--- config.mk ---
export PLATFORM = sky130hd
export DESIGN_NAME = etc_multilane_reporter
export DESIGN_NICKNAME = d
export VERILOG_FILES = /design/src/rtl/etc_multilane_reporter.sv
export SDC_FILE = /design/constraint.sdc
export NUM_CORES = 1
export LEC_CHECK = 0
export BUFFER_PORTS_ARGS = -buffer_cell sky130_fd_sc_hd__buf_2
export CORE_ASPECT_RATIO = 1.2
export CORE_UTILIZATION = 45
export CTS_CLUSTER_DIAMETER = 150
export DETAILED_ROUTE_END_ITERATION = 10
export MAX_ROUTING_LAYER = met4
export PLACE_DENSITY_LB_ADDON = 0.05
export SETUP_SLACK_MARGIN = 0.1
export SLEW_MARGIN = 20
export SYNTH_ARGS = -nofsm -noshare
export SYNTH_HDL_FRONTEND = slang
export SYNTH_SLANG_ARGS = --single-unit
--- constraint.sdc ---
create_clock -name clk -period 4.4 [get_ports clk]
set_input_delay 0.66 -clock clk [delete_from_list [all_inputs] [get_ports clk]]
set_output_delay 0.66 -clock clk [all_outputs]
set_load 0.005 [all_outputs]
--- src/rtl/etc_multilane_reporter.sv ---
`default_nettype none
// ============================================================================
// Module   : etc_multilane_reporter
// Purpose  : Captures one pending speed record per non-stop ETC lane and
//            arbitrates between lanes round-robin. Each record is packed into
//            a fixed-length byte frame, the bytes are queued in a small FIFO,
//            and they are sent out on an 8N1 UART line.
// Options  : ETC_CHECKSUM_EN - when defined, each frame ends with an XOR
//            checksum byte (5-byte frames); otherwise frames are 4 bytes.
// Revision : 1.0 - initial release
// ============================================================================
module etc_multilane_reporter #(
   parameter int LANES        = 4,
   parameter int WIDTH_SPEED  = 14,
   parameter int DEPTH        = 8,
   parameter int SYS_FREQ     = 500000,
   parameter int BAUD_RATE    = 11500,
   parameter int CLKS_PER_BIT = SYS_FREQ / BAUD_RATE
) (
   input  logic                         clk,
   input  logic                         reset,
   input  logic                         enable,
   input  logic [LANES-1:0]             done,
   input  logic [LANES*WIDTH_SPEED-1:0] speed,
   output logic [LANES-1:0]             overflow,
   output logic                         busy,
   output logic                         serial_data_out
);

`ifdef ETC_CHECKSUM_EN
   localparam int FRAME_LEN = 5;
`else
   localparam int FRAME_LEN = 4;
`endif

   localparam int LW = (LANES > 1) ? $clog2(LANES) : 1;
   localparam int AW = $clog2(DEPTH);
   localparam int BW = $clog2(CLKS_PER_BIT + 1);

   localparam logic [AW:0]    MAX_FILL  = (AW+1)'(DEPTH - FRAME_LEN);
   localparam logic [BW-1:0]  BAUD_LAST = BW'(CLKS_PER_BIT - 1);
   localparam logic [LW:0]    LANES_X   = (LW+1)'(LANES);
   localparam logic [7:0]     SYNC_BYTE = 8'hA5;

   // ------------------------------------------------------------------------
   // State types
   // ------------------------------------------------------------------------
   typedef enum logic [2:0] {
      P_IDLE = 3'd0,
      P_SYNC = 3'd1,
      P_LANE = 3'd2,
      P_SPDH = 3'd3,
`ifdef ETC_CHECKSUM_EN
      P_SPDL = 3'd4,
      P_CSUM = 3'd5
`else
      P_SPDL = 3'd4
`endif
   } pk_state_t;

   typedef enum logic [1:0] {
      U_IDLE  = 2'd0,
      U_START = 2'd1,
      U_DATA  = 2'd2,
      U_STOP  = 2'd3
   } u_state_t;

   // ------------------------------------------------------------------------
   // Declarations
   // ------------------------------------------------------------------------
   logic [LANES-1:0]       pending;
   logic [WIDTH_SPEED-1:0] cap [LANES];
   logic [LANES-1:0]       take;
   logic [LANES-1:0]       gnt_onehot;

   logic [LW-1:0]          rr;
   logic [LW-1:0]          gnt_lane;
   logic [LW:0]            cand;
   logic [LW:0]            rr_inc;
   logic                   any_pending;
   logic                   grant;

   pk_state_t              pk_state;
   pk_state_t              pk_next;
   logic [LW-1:0]          pk_lane;
   logic [15:0]            pk_speed;
   logic [7:0]             lane_byte;
   logic                   wr_en;
   logic [7:0]             wr_data;

   logic [7:0]             mem [DEPTH];
   logic [AW:0]            wr_ptr;
   logic [AW:0]            rd_ptr;
   logic [AW:0]            fill;
   logic                   empty;
   logic                   full;
   logic                   fill_ok;
   logic [7:0]             rd_data;

   u_state_t               u_state;
   u_state_t               u_next;
   logic                   rd_en;
   logic                   baud_done;
   logic [BW-1:0]          baud;
   logic [2:0]             bitn;
   logic [7:0]             shreg;
   logic                   line;

   // ------------------------------------------------------------------------
   // Per-lane capture qualifiers
   // ------------------------------------------------------------------------
   generate
      for (genvar i = 0; i < LANES; i++) begin : g_lane
         assign gnt_onehot[i] = grant && (gnt_lane == LW'(i));
         // A lane being granted this cycle frees its slot, so a coincident
         // done refills it instead of counting as an overflow.
         assign take[i]       = done[i] && enable && (!pending[i] || gnt_onehot[i]);
      end
   endgenerate

   // Capture lane results, track pending records and sticky overflow flags
   always_ff @(posedge clk) begin
      for (int i = 0; i < LANES; i++) begin
         if (take[i]) begin
            cap[i] <= speed[i*WIDTH_SPEED +: WIDTH_SPEED];
         end
      end
      if (reset) begin
         pending  <= '0;
         overflow <= '0;
      end else begin
         for (int i = 0; i < LANES; i++) begin
            if (take[i]) begin
               pending[i] <= 1'b1;
            end else if (gnt_onehot[i]) begin
               pending[i] <= 1'b0;
            end else if (done[i] && enable && pending[i]) begin
               overflow[i] <= 1'b1;
            end
         end
      end
   end

   // ------------------------------------------------------------------------
   // Round-robin arbiter: first pending lane at or above rr, with wrap
   // ------------------------------------------------------------------------
   // Search downward so the lowest offset from rr is assigned last and wins
   always_comb begin
      any_pending = 1'b0;
      gnt_lane    = '0;
      cand        = '0;
      for (int k = LANES - 1; k >= 0; k--) begin
         cand = {1'b0, rr} + (LW+1)'(k);
         if (cand >= LANES_X) begin
            cand = cand - LANES_X;
         end
         if (pending[cand[LW-1:0]]) begin
            any_pending = 1'b1;
            gnt_lane    = cand[LW-1:0];
         end
      end
   end

   // Frames are only started when the whole frame fits, so they never split
   assign fill    = wr_ptr - rd_ptr;
   assign fill_ok = (fill <= MAX_FILL);
   assign grant   = (pk_state == P_IDLE) && any_pending && fill_ok;
   assign rr_inc  = {1'b0, gnt_lane} + (LW+1)'(1);

   // Latch the granted record and advance the round-robin pointer
   always_ff @(posedge clk) begin
      if (reset) begin
         rr       <= '0;
         pk_lane  <= '0;
         pk_speed <= '0;
      end else if (grant) begin
         rr       <= (rr_inc == LANES_X) ? '0 : rr_inc[LW-1:0];
         pk_lane  <= gnt_lane;
         pk_speed <= 16'(cap[gnt_lane]);
      end
   end

   // ------------------------------------------------------------------------
   // Packer FSM
   // ------------------------------------------------------------------------
   assign lane_byte = 8'(pk_lane);

   // Packer state register
   always_ff @(posedge clk) begin
      if (reset) begin
         pk_state <= P_IDLE;
      end else begin
         pk_state <= pk_next;
      end
   end

   // Packer next state and the byte written in each state
   always_comb begin
      pk_next = pk_state;
      wr_en   = 1'b0;
      wr_data = 8'h00;
      case (pk_state)
         P_IDLE: begin
            if (grant) begin
               pk_next = P_SYNC;
            end
         end
         P_SYNC: begin
            wr_en   = 1'b1;
            wr_data = SYNC_BYTE;
            pk_next = P_LANE;
         end
         P_LANE: begin
            wr_en   = 1'b1;
            wr_data = lane_byte;
            pk_next = P_SPDH;
         end
         P_SPDH: begin
            wr_en   = 1'b1;
            wr_data = pk_speed[15:8];
            pk_next = P_SPDL;
         end
         P_SPDL: begin
            wr_en   = 1'b1;
            wr_data = pk_speed[7:0];
`ifdef ETC_CHECKSUM_EN
            pk_next = P_CSUM;
`else
            pk_next = P_IDLE;
`endif
         end
`ifdef ETC_CHECKSUM_EN
         P_CSUM: begin
            wr_en   = 1'b1;
            wr_data = lane_byte ^ pk_speed[15:8] ^ pk_speed[7:0];
            pk_next = P_IDLE;
         end
`endif
         default: begin
            pk_next = P_IDLE;
         end
      endcase
   end

   // ------------------------------------------------------------------------
   // Byte FIFO (binary pointers with an extra wrap bit)
   // ------------------------------------------------------------------------
   assign empty   = (wr_ptr == rd_ptr);
   assign full    = (wr_ptr[AW] != rd_ptr[AW]) && (wr_ptr[AW-1:0] == rd_ptr[AW-1:0]);
   assign rd_data = mem[rd_ptr[AW-1:0]];

   // FIFO storage write port
   always_ff @(posedge clk) begin
      if (wr_en && !full) begin
         mem[wr_ptr[AW-1:0]] <= wr_data;
      end
   end

   // FIFO pointers; simultaneous write and read are both honoured
   always_ff @(posedge clk) begin
      if (reset) begin
         wr_ptr <= '0;
         rd_ptr <= '0;
      end else begin
         if (wr_en && !full) begin
            wr_ptr <= wr_ptr + (AW+1)'(1);
         end
         if (rd_en) begin
            rd_ptr <= rd_ptr + (AW+1)'(1);
         end
      end
   end

   // ------------------------------------------------------------------------
   // UART transmitter FSM (8N1)
   // ------------------------------------------------------------------------
   assign baud_done = (baud == BAUD_LAST);

   // UART state register
   always_ff @(posedge clk) begin
      if (reset) begin
         u_state <= U_IDLE;
      end else begin
         u_state <= u_next;
      end
   end

   // UART next state and FIFO pop
   always_comb begin
      u_next = u_state;
      rd_en  = 1'b0;
      case (u_state)
         U_IDLE: begin
            if (!empty) begin
               rd_en  = 1'b1;
               u_next = U_START;
            end
         end
         U_START: begin
            if (baud_done) begin
               u_next = U_DATA;
            end
         end
         U_DATA: begin
            if (baud_done && (bitn == 3'd7)) begin
               u_next = U_STOP;
            end
         end
         U_STOP: begin
            if (baud_done) begin
               u_next = U_IDLE;
            end
         end
         default: begin
            u_next = U_IDLE;
         end
      endcase
   end

   // UART datapath: baud/bit counters, shift register and line driver
   always_ff @(posedge clk) begin
      if (reset) begin
         baud  <= '0;
         bitn  <= '0;
         shreg <= '0;
         line  <= 1'b1;
      end else begin
         case (u_state)
            U_IDLE: begin
               baud <= '0;
               bitn <= '0;
               if (rd_en) begin
                  shreg <= rd_data;
                  line  <= 1'b0;
               end
            end
            U_START: begin
               if (baud_done) begin
                  baud  <= '0;
                  line  <= shreg[0];
                  shreg <= {1'b0, shreg[7:1]};
               end else begin
                  baud <= baud + BW'(1);
               end
            end
            U_DATA: begin
               if (baud_done) begin
                  baud <= '0;
                  if (bitn == 3'd7) begin
                     line <= 1'b1;
                  end else begin
                     bitn  <= bitn + 3'd1;
                     line  <= shreg[0];
                     shreg <= {1'b0, shreg[7:1]};
                  end
               end else begin
                  baud <= baud + BW'(1);
               end
            end
            U_STOP: begin
               if (baud_done) begin
                  baud <= '0;
               end else begin
                  baud <= baud + BW'(1);
               end
            end
            default: begin
               line <= 1'b1;
            end
         endcase
      end
   end

   assign serial_data_out = line;

   // Registered activity flag, one cycle behind the internal state
   always_ff @(posedge clk) begin
      if (reset) begin
         busy <= 1'b0;
      end else begin
         busy <= (|pending) || (pk_state != P_IDLE) || !empty || (u_state != U_IDLE);
      end
   end

endmodule
`default_nettype wire
* After elaboration in Yosys (flattened, before gate mapping)
Memory sizes are Yosys's and may differ from the RTL's. A register that Yosys moved wholly into a read port is not among the register bits.
Cells that the tools add are included.
Widths: inputs -> output; s select.
** Operators by class
- Add/subtract/negate cells :: 13
- $lt $le $gt $ge :: 9
- Equality and inequality tests :: 24
- Multiplexer cells :: 67
- Bitwise gates (word level) :: 8
- Reduce and logical (&&, ||, !) cells :: 56
** Operators by type and width (number)
- $mux 1 :: 33
- $mux 8 :: 4
- $pmux 8 s4 :: 1
- $mux 2 :: 13
- $pmux 8 s3 :: 1
- $logic_and 1x1->1 :: 21
- $ne 2x2->1 const B :: 8
- $mux 3 :: 5
- $reduce_and 3->1 :: 5
- $lt 2x3->1 const B :: 4
- $pmux 3 s4 :: 1
- $pmux 6 s2 :: 1
- $reduce_bool 2->1 :: 6
- $eq 3x3->1 const B :: 3
- $ge 3x3->1 const B :: 3
- $add 4x1->4 const B :: 2
- $bmux 1 s2 :: 4
- $eq 2x2->1 const B :: 4
- $not 1->1 :: 8
- $pmux 2 s4 :: 1
- $reduce_and 4->1 :: 2
- $reduce_or 4->1 :: 2
- $sub 2x1->2 const B :: 4
- $logic_or 1x1->1 :: 7
- 23 further kinds :: 34
** Word-level totals
- Bits in registers :: 44
- Memory bits (writable) :: 120
- Bits of input ports :: 63
- Output and inout bits :: 6
- Logic and storage cells :: 198
- Memories :: 2
** Memory list
- mem :: depth 8, bits a word 8, read ports 1, clocked after memory_dff 1, wr ports 1, line 91 : logic [7:0] mem [DEPTH];
- cap :: depth 4, bits a word 14, read ports 1, clocked after memory_dff 1, wr ports 4, line 72 : logic [WIDTH_SPEED-1:0] cap [LANES];

* Depth between registers and ports, before layout
Gate-level depths: netlist of the first run.
- Depth in word-level cells :: 16
- Gate-level depth with buffers :: 10
- Mapped depth without buffers :: 8

* Worst setup path after synthesis of the first run
OpenSTA, ideal clock, no wires.
- Path type :: reg-to-reg
- Start point :: register wr_ptr[1]
- End point :: memory cap[3][0], enable pin
- Arrival :: 2.477 ns
- Required time :: 4.014 ns
- Setup slack :: 1.537 ns
- Cell stages (with the launch flop) :: 8
- Period minus slack after synthesis :: 2.863 ns
- Cells stage by stage :: dfxtp_1 -> ha_1 -> nor2b_1 -> or3_1 -> a311oi_2 -> o21a_4 -> a21o_2 -> nor2b_1
** RTL lines
- from (decl) :: line 92 : logic [AW:0] wr_ptr;
- from (signal assigned) :: line 266 : wr_ptr <= wr_ptr + (AW+1)'(1);
- to (decl) :: line 72

==> impl_metrics.toml, run 1 <==
[run_status]
status = "finished clean"

[floorplan]
die_w_um = 120
die_area_um2 = 17300
coreArea_um2 = 16300
rows = 51
initial_core_util = 0.463
dieHeight_um = 144
io_pins = 69

[final_layout]
layout_commonest_cell = "edfxtp_1"
nNetsFinal = 695
instances_no_fill = 840
drive_gt1_frac = 0.255
n_antenna_cell = 0
area.growth.synth_to_final_pct = 14.5
final_core_util = 0.530
final_cell_mix = "edfxtp_1, buf_2, dfxtp_1"

[synth]
synth_top_flop_cell = "edfxtp_1"
synthesis.area_um2 = 7560
synth-simple-area-share = 0.0895
synthXorXnorAreaFrac = 0.0139
synth_fa_ha_area_frac = 0.0281
yosysUniqueCellTypes = 56
yosysSeqAreaShare = 0.638
synth_cells = 545
synth_seq_cells = 181
synth-edff-count = 120
synth_warnings = 0
synth_fp_nets = 625
synth_async_sr_flop_share = 0
syn_avg_cell_area_um2 = 13.9
synth_top_family_by_area = "multiplexers"
synth_mux_area_frac = 0.131
synth_compound_area_frac = 0.0691

[cts]
cts.path.max_buffers = 2
h-tree-depth = 4
cts_hold_buf = 0
clkTransAtPathRegs_ns = 0.06
numClockSinks = 181
worstSkewPairLatency_ns = 0.42
post_cts_resized = 0
post-cts-setup-buffers = 0
cts_buffers = 17
ctsRootBufferMaster = "clkbuf_16"
cts_tree = "built"

[critical_path]
worstPathMaxFanout = 23
critPathLaunch = "wr_ptr[1]"
critPathSlowestCell = "dfxtp_1"
r2r_cells = 8
startpoint_type = "flop"
crit_path_frequent_cell = "nor2b_1"
worstPathRequired_ns = 4.51
crit_buf_inv = 1
worstSetupPathType = "flop to flop"
crit_cells = 8
critPathCapture = "cap[1][10]"
r2r_slack_ns = 1.38
crit_chain = "ha_1 > nor2b_1 > or3_1 > a311oi_2 > o21ai_2 > o21ai_0 > nor2b_1 > buf_4"
regToRegStartpoint = "wr_ptr[1]"
cp_slowest_stage_delay_ns = 0.51
critPathTopFamily = "compound AO/OA/AOI/OAI gates"
r2r-end = "cap[1][10]"
crit_path_end_kind = "flop"
arrival_ns = 3.13

[sta]
fin_ws_ns = 1.38
finalSetupTns_ns = 0
finalHoldViolCount = 0
tightest_slew_ns = 1.01
period_share = 0.687
max_slew_margin = 0.322
timing.fmax_mhz = 331
period_needed_ns = 3.02
fin_skew_ns = 0.00668
whs_ns = 0.412
rsz0062_at_grt = "no"
setup_violations = 0
drv_slew = 0

[power]
clock_power_share = 0.290
power_frac_comb = 0.266
sw_frac_of_total = 0.308
p_sw_w = 0.00158
power_density_nw_per_um2 = 593
ir_drop_v = 0.000291
leakage_nw = 3.08
internal_power_w = 0.00356
share_seq_of_total_power = 0.444

[worst_hold_path]
hold_class = "input pin to flop"
holdPathStages = 1

[grt]
grt_first_pass_wirelength_um = 22200
overflow = 0
grt_start_max_net_pins = 56
antenna_found_initial = 0
grt_usage = 0.177
grt_pass1_vias = 4410

[detailed_routing]
drc = 0
wirelength_um = 13900
via_per_inst = 5.18
routedWlPerCell_um = 16.5
vias = 4355
drtAntennaViolNets = 0
drt_first_pass_iters = 4
drt_iter0_markers = 199

[placement]
pre_cts_ws_ns = 1.40
dp_hpwl_um = 9500
numPortBuffers = 68
place_congestion = 0.730
dp_cells = 808

[job]
drv_cap = 0
==> per-layer routing <==
layer / share of wire / GRT usage / wire length, µm / vias up
li1: - / - / - / 2156
met1: 0.42 / 0.193 / 5830 / 2122
met2: 0.54 / 0.317 / 7510 / 65
met3: 0.025 / 0.0398 / 347 / 12
met4: 0.013 / 0.0656 / 183 / 0
met5: 0 / - / 0 / -
==> worst min-delay path by stage <==
stage	start	to	slack [ns]
after floorplan	baud[0]	baud[0]	0.43
after global placement	overflow[3]	overflow[3]	0.43
after detailed placement	overflow[3]	overflow[3]	0.44
after CTS	speed[0]	cap[0][0]	0.39
after global routing	speed[5]	cap[0][5]	0.39
final	speed[44]	cap[3][2]	0.41
==> power groups by stage <==
stage	sequential, W	combinational [W]	clock [W]
floorplan	0.00223	0.00117	0
global placement	0.00231	0.00134	0
detailed placement	0.00232	0.00138	0
CTS	0.00229	0.00139	0.00152
global route	0.00231	0.00153	0.00159
finish	0.00228	0.00137	0.00149
==> synth_stat cells, types with 7 or more instances <==
cell,number,area [µm²]
nor2b_1,7,43.8
o21ai_2,11,96.3
nor2_1,42,158
o21ai_0,19,95.1
edfxtp_1,120,3600
ha_1,17,213
mux4_2,16,360
a21oi_1,28,140
dfxtp_1,61,1220
nor3_1,7,35.0
inv_1,19,71.3
nand2_1,36,135
nand3b_1,14,105
clkbuf_1,9,33.8
mux2_2,15,169
mux2i_1,46,460
==> registers in the layout, summed over array words and instances (netlist names), named ones only <==
name	count
mem	64
cap	56
pk_speed	14
shreg	8
baud	6
overflow	4
pending	4
rd_ptr	4
wr_ptr	4
bitn	3
pk_state	3
pk_lane	2
rr	2
u_state	2
busy	1
serial_data_out	1
==> worst register-to-register path, stage by stage (launching register included) <==
cell,delay (ns)
dfxtp_1,0.51
ha_1,0.31
nor2b_1,0.15
or3_1,0.32
a311oi_2,0.34
o21ai_2,0.33
o21ai_0,0.32
nor2b_1,0.17
buf_4,0.25
==> stage by stage <==
stage               total power [W]  cell area, µm²
CTS                         0.00520            8660
detailed placement          0.00370            8070
global route                0.00544            8660
floorplan                   0.00340            7560
global placement            0.00365            8070
finish                      0.00514            8660
==> logic make-up after synthesis <==
family          Yosys count
fa+ha+maj                17
flops                   181
xor+xnor                 12
buf+inv                  43
simple gates            135
compound gates           80
mux                      77
==> final cells by class <==
class,count,area [µm²]
well taps,212,265
flip-flops and latches,181,4820
multi-input cells,321,2520
fillers,1436,7670
inverters,19,71.3
repair buffers,75,393
clock inverters,10,120
clock buffers,22,464
No activity file was read; power rests on OpenSTA's default activity.
==> inputs of run 2 (changes only) <==
==> constraint.sdc (replaced) <==
create_clock -name clk -period 2.9 [get_ports clk]
set_input_delay 0.435 -clock clk [delete_from_list [all_inputs] [get_ports clk]]
set_output_delay 0.435 -clock clk [all_outputs]
set_load 0.005 [all_outputs]
==> run 2 against run 1 <==
First-iteration DRC count grew 30%. Power grew 51%. Cell count grew 1.8%. Combinational power grew 63%. Via count grew 1.4%. Highest routed layer unchanged.
==> impl_metrics.toml, run 2 (synthesis gave the netlist of run 1 again) <==
[detailed_routing]
wirelength_um = 14000
m1WireLength_um = 5800
dr.max_layer_used = "met4"
dr_wl_met3_um = 347
vias = 4414
drtAntennaViolNets = 0
drc = 0
routedWlPerCell_um = 16.3
drt_iter0_markers = 258
drt_first_pass_iters = 4
via_per_inst = 5.16
wl_met2_um = 7610

[power]
leakage_nw = 3.15
ir_drop_v = 0.000459
internal_power_w = 0.00528
sw_frac_of_total = 0.320
power_frac_comb = 0.287
p_sw_w = 0.00249
clock_power_share = 0.275
share_seq_of_total_power = 0.438
power_density_nw_per_um2 = 885

[cts]
cts_buffers = 17
cts_tree = "built"
h-tree-depth = 4
numClockSinks = 181
cts_hold_buf = 0
ctsRootBufferMaster = "clkbuf_16"
post-cts-setup-buffers = 0
clkTransAtPathRegs_ns = 0.07
worstSkewPairLatency_ns = 0.43
post_cts_resized = 0
cts.path.max_buffers = 2

[placement]
numPortBuffers = 68
pre_cts_ws_ns = 0.282
place_congestion = 0.738
dp_cells = 823
dp_hpwl_um = 9660

[floorplan]
initial_core_util = 0.463
die_area_um2 = 17300
die_w_um = 120
coreArea_um2 = 16300
io_pins = 69
rows = 51
dieHeight_um = 144

[sta]
drv_slew = 0
finalSetupTns_ns = 0
finalHoldViolCount = 0
timing.fmax_mhz = 376
setup_violations = 0
period_share = 0.916
tightest_slew_ns = 0.954
period_needed_ns = 2.66
fin_skew_ns = 0.0107
max_slew_margin = 0.357
fin_ws_ns = 0.243
rsz0062_at_grt = "no"

[grt]
overflow = 0
grt_pass1_vias = 4503
grt_start_max_net_pins = 30
grt_first_pass_wirelength_um = 22800
grt_usage = 0.181
antenna_found_initial = 0

[critical_path]
regToRegStartpoint = "rd_ptr[1]"
crit_path_end_kind = "flop"
worstPathRequired_ns = 3.03
startpoint_type = "flop"
worstSetupPathType = "flop to flop"
worstPathMaxFanout = 14
critPathLaunch = "rd_ptr[1]"
arrival_ns = 2.79

[run_status]
status = "finished clean"

[worst_hold_path]
hold_class = "input pin to flop"
hp-start = "speed[51]"

[final_layout]
nNetsFinal = 710
n_antenna_cell = 0
layout_commonest_cell = "edfxtp_1"
drive_gt1_frac = 0.277
final_cell_mix = "edfxtp_1, buf_2, dfxtp_1"
largest_register_ffs = 64
area.growth.synth_to_final_pct = 16.0
fillers = 1419
instances_no_fill = 855

[job]
drv_cap = 0
==> run 2: cell types whose count changed in the layout (fill, tap and decap cells not counted), moves of 3 or more <==
| cell | change |
|---|---|
| nor2b_2 | +4 |
| clkinv_4 | +3 |
| nor2b_1 | -4 |
| buf_4 | +12 |
| buf_12 | +3 |
| inv_8 | +3 |
==> run 2: metal layers <==
metal / vias up / track usage
met5: - / -
met4: 0 / 0.0767
met3: 17 / 0.0343
met2: 82 / 0.321
met1: 2141 / 0.199
li1: 2174 / -
==> run 2: worst paths after layout <==
path / cells past startpoint / slack [ns] / end
min: 1 / 0.18 / cap[3][9]
max: 9 / 0.24 / cap[1][5]
min reg2reg: 2 / 0.45 / overflow[3]
max reg2reg: 9 / 0.24 / cap[1][5]
==> run 2: per-stage QoR <==
| step | power (W) | area (µm²) | hold slack, ns | utilization |
|---|---|---|---|---|
| floorplan | 0.00516 | 7570 | 0.430 | - |
| global placement | 0.00565 | 8220 | 0.433 | 0.503 |
| detailed placement | 0.00571 | 8220 | 0.443 | 0.503 |
| CTS | 0.00786 | 8770 | 0.157 | 0.537 |
| global route | 0.00824 | 8770 | 0.156 | 0.537 |
| finish | 0.00776 | 8770 | 0.178 | 0.537 |
==> run 2: cell type report <==
| cell class | instances | area [µm²] | share of cell area |
|---|---|---|---|
| sequential | 181 | 4830 | 0.550 |
| inverter | 19 | 71.3 | 0.00813 |
| clock buffer | 18 | 429 | 0.0489 |
| clock inverter | 14 | 121 | 0.0138 |
| multi-input combinational | 321 | 2520 | 0.287 |
| tap | 212 | 265 | 0.0302 |
| timing repair buffer | 90 | 543 | 0.0619 |
==> run 2: critical path: stages, from the launching register on <==
cell and delay (ns):
dfxtp_1 0.39, inv_1 0.06, ha_1 0.30, nor2b_1 0.15, or3_1 0.33, a311oi_2 0.35
o21ai_2 0.14, o21ai_0 0.24, nor2b_2 0.24, buf_12 0.16
==> run 2: power by group through the flow <==
stage / registers, W / logic [W] / clock network (W)
floorplan: 0.00338 / 0.00178 / 0
global placement: 0.00344 / 0.00221 / 0
detailed placement: 0.00346 / 0.00225 / 0
CTS: 0.00340 / 0.00226 / 0.00220
global route: 0.00344 / 0.00249 / 0.00230
finish: 0.00340 / 0.00223 / 0.00214
==> inputs of run 3 (changes only) <==
--- a/config.mk
+++ b/config.mk
@@ -8,6 +8,7 @@
 export BUFFER_PORTS_ARGS = -buffer_cell sky130_fd_sc_hd__buf_2
 export CORE_ASPECT_RATIO = 1.2
 export CORE_UTILIZATION = 45
+export CTS_BUF_LIST = sky130_fd_sc_hd__clkbuf_16
 export CTS_CLUSTER_DIAMETER = 150
 export DETAILED_ROUTE_END_ITERATION = 10
 export MAX_ROUTING_LAYER = met4
==> run 3 against run 2 <==
Routed wire length about the same. Sequential power about the same. Critical path depth is the same. Critical endpoint unchanged. Highest routed layer unchanged.
==> impl_metrics.toml, run 3 (synthesis gave the netlist of run 1 again) <==
[critical_path]
r2r-end = "cap[1][5]"
regToRegStartpoint = "rd_ptr[1]"
critPathSlowestCell = "dfxtp_1"
crit_chain = "inv_1 > ha_1 > nor2b_1 > or3_1 > a311oi_2 > o21ai_2 > o21ai_0 > nor2b_2 > buf_12"
cp_slowest_stage_delay_ns = 0.39
worstPathMaxFanout = 14
r2r_slack_ns = 0.24
arrival_ns = 2.79
worstSetupPathType = "flop to flop"
worstPathRequired_ns = 3.03
r2r_cells = 9
crit_path_end_kind = "flop"
startpoint_type = "flop"

[floorplan]
io_pins = 69
dieHeight_um = 144
die_area_um2 = 17300
die_w_um = 120
coreArea_um2 = 16300
rows = 51
initial_core_util = 0.463

[grt]
grt_start_max_net_pins = 30
grt_usage = 0.181
grt_first_pass_wirelength_um = 22800
overflow = 0
grt_pass1_vias = 4503
antenna_found_initial = 0

[detailed_routing]
vias = 4420
drt_iter0_markers = 258
via_per_inst = 5.17
drt_first_pass_iters = 4
wirelength_um = 14000
routedWlPerCell_um = 16.3
drc = 0
drtAntennaViolNets = 0

[final_layout]
largest_register_ffs = 64
layout_commonest_cell = "edfxtp_1"
fillers = 1419
area.growth.synth_to_final_pct = 16.0
n_antenna_cell = 0
final_core_util = 0.537
final_cell_mix = "edfxtp_1, buf_2, dfxtp_1"
instances_no_fill = 855
drive_gt1_frac = 0.277
fin_area_um2 = 8770
nNetsFinal = 710

[worst_hold_path]
hold_class = "input pin to flop"
hold_end = "cap[3][9]"
holdPathStages = 1
hp-start = "speed[51]"

[placement]
numPortBuffers = 68
dp_hpwl_um = 9660
place_congestion = 0.738
placed_area_um2 = 8220
dp_cells = 823
pre_cts_ws_ns = 0.282

[cts]
numClockSinks = 181
worstSkewPairLatency_ns = 0.43
ctsRootBufferMaster = "clkbuf_16"
cts_tree = "built"
clkTransAtPathRegs_ns = 0.07
cts_hold_buf = 0
h-tree-depth = 4
cts.path.max_buffers = 2
cts_buffers = 17

[power]
p_sw_w = 0.00249
ir_drop_v = 0.000458
power_density_nw_per_um2 = 884
clock_power_share = 0.275
share_seq_of_total_power = 0.438
sw_frac_of_total = 0.321
leakage_nw = 3.15
internal_power_w = 0.00527
power_frac_comb = 0.287

[sta]
period_share = 0.916
fin_skew_ns = 0.0107
timing.fmax_mhz = 376
finalHoldViolCount = 0
period_needed_ns = 2.66
setup_violations = 0
tightest_slew_ns = 0.913
finalSetupTns_ns = 0
rsz0062_at_grt = "no"
drv_slew = 0
max_slew_margin = 0.385
fin_ws_ns = 0.243

[job]
drv_cap = 0

[run_status]
status = "finished clean"
-- run 3: cell types whose count changed in the layout (fill, tap and decap cells not counted) --
cell      before  now
inv_1         19   20
clkbuf_1       1    0
-- run 3: power groups by stage --
| stage | Clock (W) | Sequential (W) | Combinational [W] |
|---|---|---|---|
| finish | 0.00213 | 0.00340 | 0.00223 |
| global route | 0.00230 | 0.00344 | 0.00249 |
| CTS | 0.00219 | 0.00340 | 0.00226 |
| detailed placement | 0 | 0.00346 | 0.00225 |
| global placement | 0 | 0.00344 | 0.00221 |
| floorplan | 0 | 0.00338 | 0.00178 |
-- run 3: worst max path at each step --
| stage | start | endpoint | slack, ns | cells past startpoint |
|---|---|---|---|---|
| finish | rd_ptr[1] | cap[1][5] | 0.24 | 9 |
| floorplan | wr_ptr[1] | cap[3][0] | 0.29 | 7 |
| global route | rd_ptr[1] | cap[1][5] | 0.12 | 9 |
| CTS | wr_ptr[1] | cap[1][5] | 0.26 | 8 |
| global placement | wr_ptr[1] | cap[3][10] | 0.34 | 8 |
| detailed placement | wr_ptr[1] | cap[1][4] | 0.28 | 8 |
-- run 3: cell type report --
type / instances / area (µm²) / area share
tap: 212 / 265 / 0.0302
clock inverter: 15 / 125 / 0.0143
multi-input combinational: 321 / 2520 / 0.287
timing repair buffer: 90 / 543 / 0.0619
inverter: 19 / 71.3 / 0.00813
clock buffer: 17 / 425 / 0.0485
sequential: 181 / 4830 / 0.550
-- run 3: per-stage QoR --
step / power, W / hold WS [ns]
after CTS: 0.00786 / 0.157
after detailed placement: 0.00571 / 0.443
after global routing: 0.00824 / 0.156
after floorplan: 0.00516 / 0.430
final: 0.00776 / 0.178
after global placement: 0.00565 / 0.433
-- run 3: worst max-delay path: cells and delay by family (launching register included) --
family,cells,cell delay (ns)
buffers and inverters,2,0.22
and+or+nand+nor,3,0.72
AOI/OAI and AO/OA,3,0.73
adders and majority gates,1,0.30
DFF,1,0.39
-- run 3: per-layer routing --
metal | track usage | share of wire | up-vias | wire length [µm]
met4 | 0.0767 | 0.014 | 0 | 201
met2 | 0.321 | 0.55 | 78 | 7610
li1 | - | - | 2174 | -
met3 | 0.0343 | 0.024 | 17 | 340
met1 | 0.199 | 0.42 | 2151 | 5800
met5 | - | 0 | - | 0
-- run 3: repair_timing --
item	4_1_cts	5_1_grt
setup endpoints to repair	0	28
resized for setup	0	3
buffers inserted	0	0
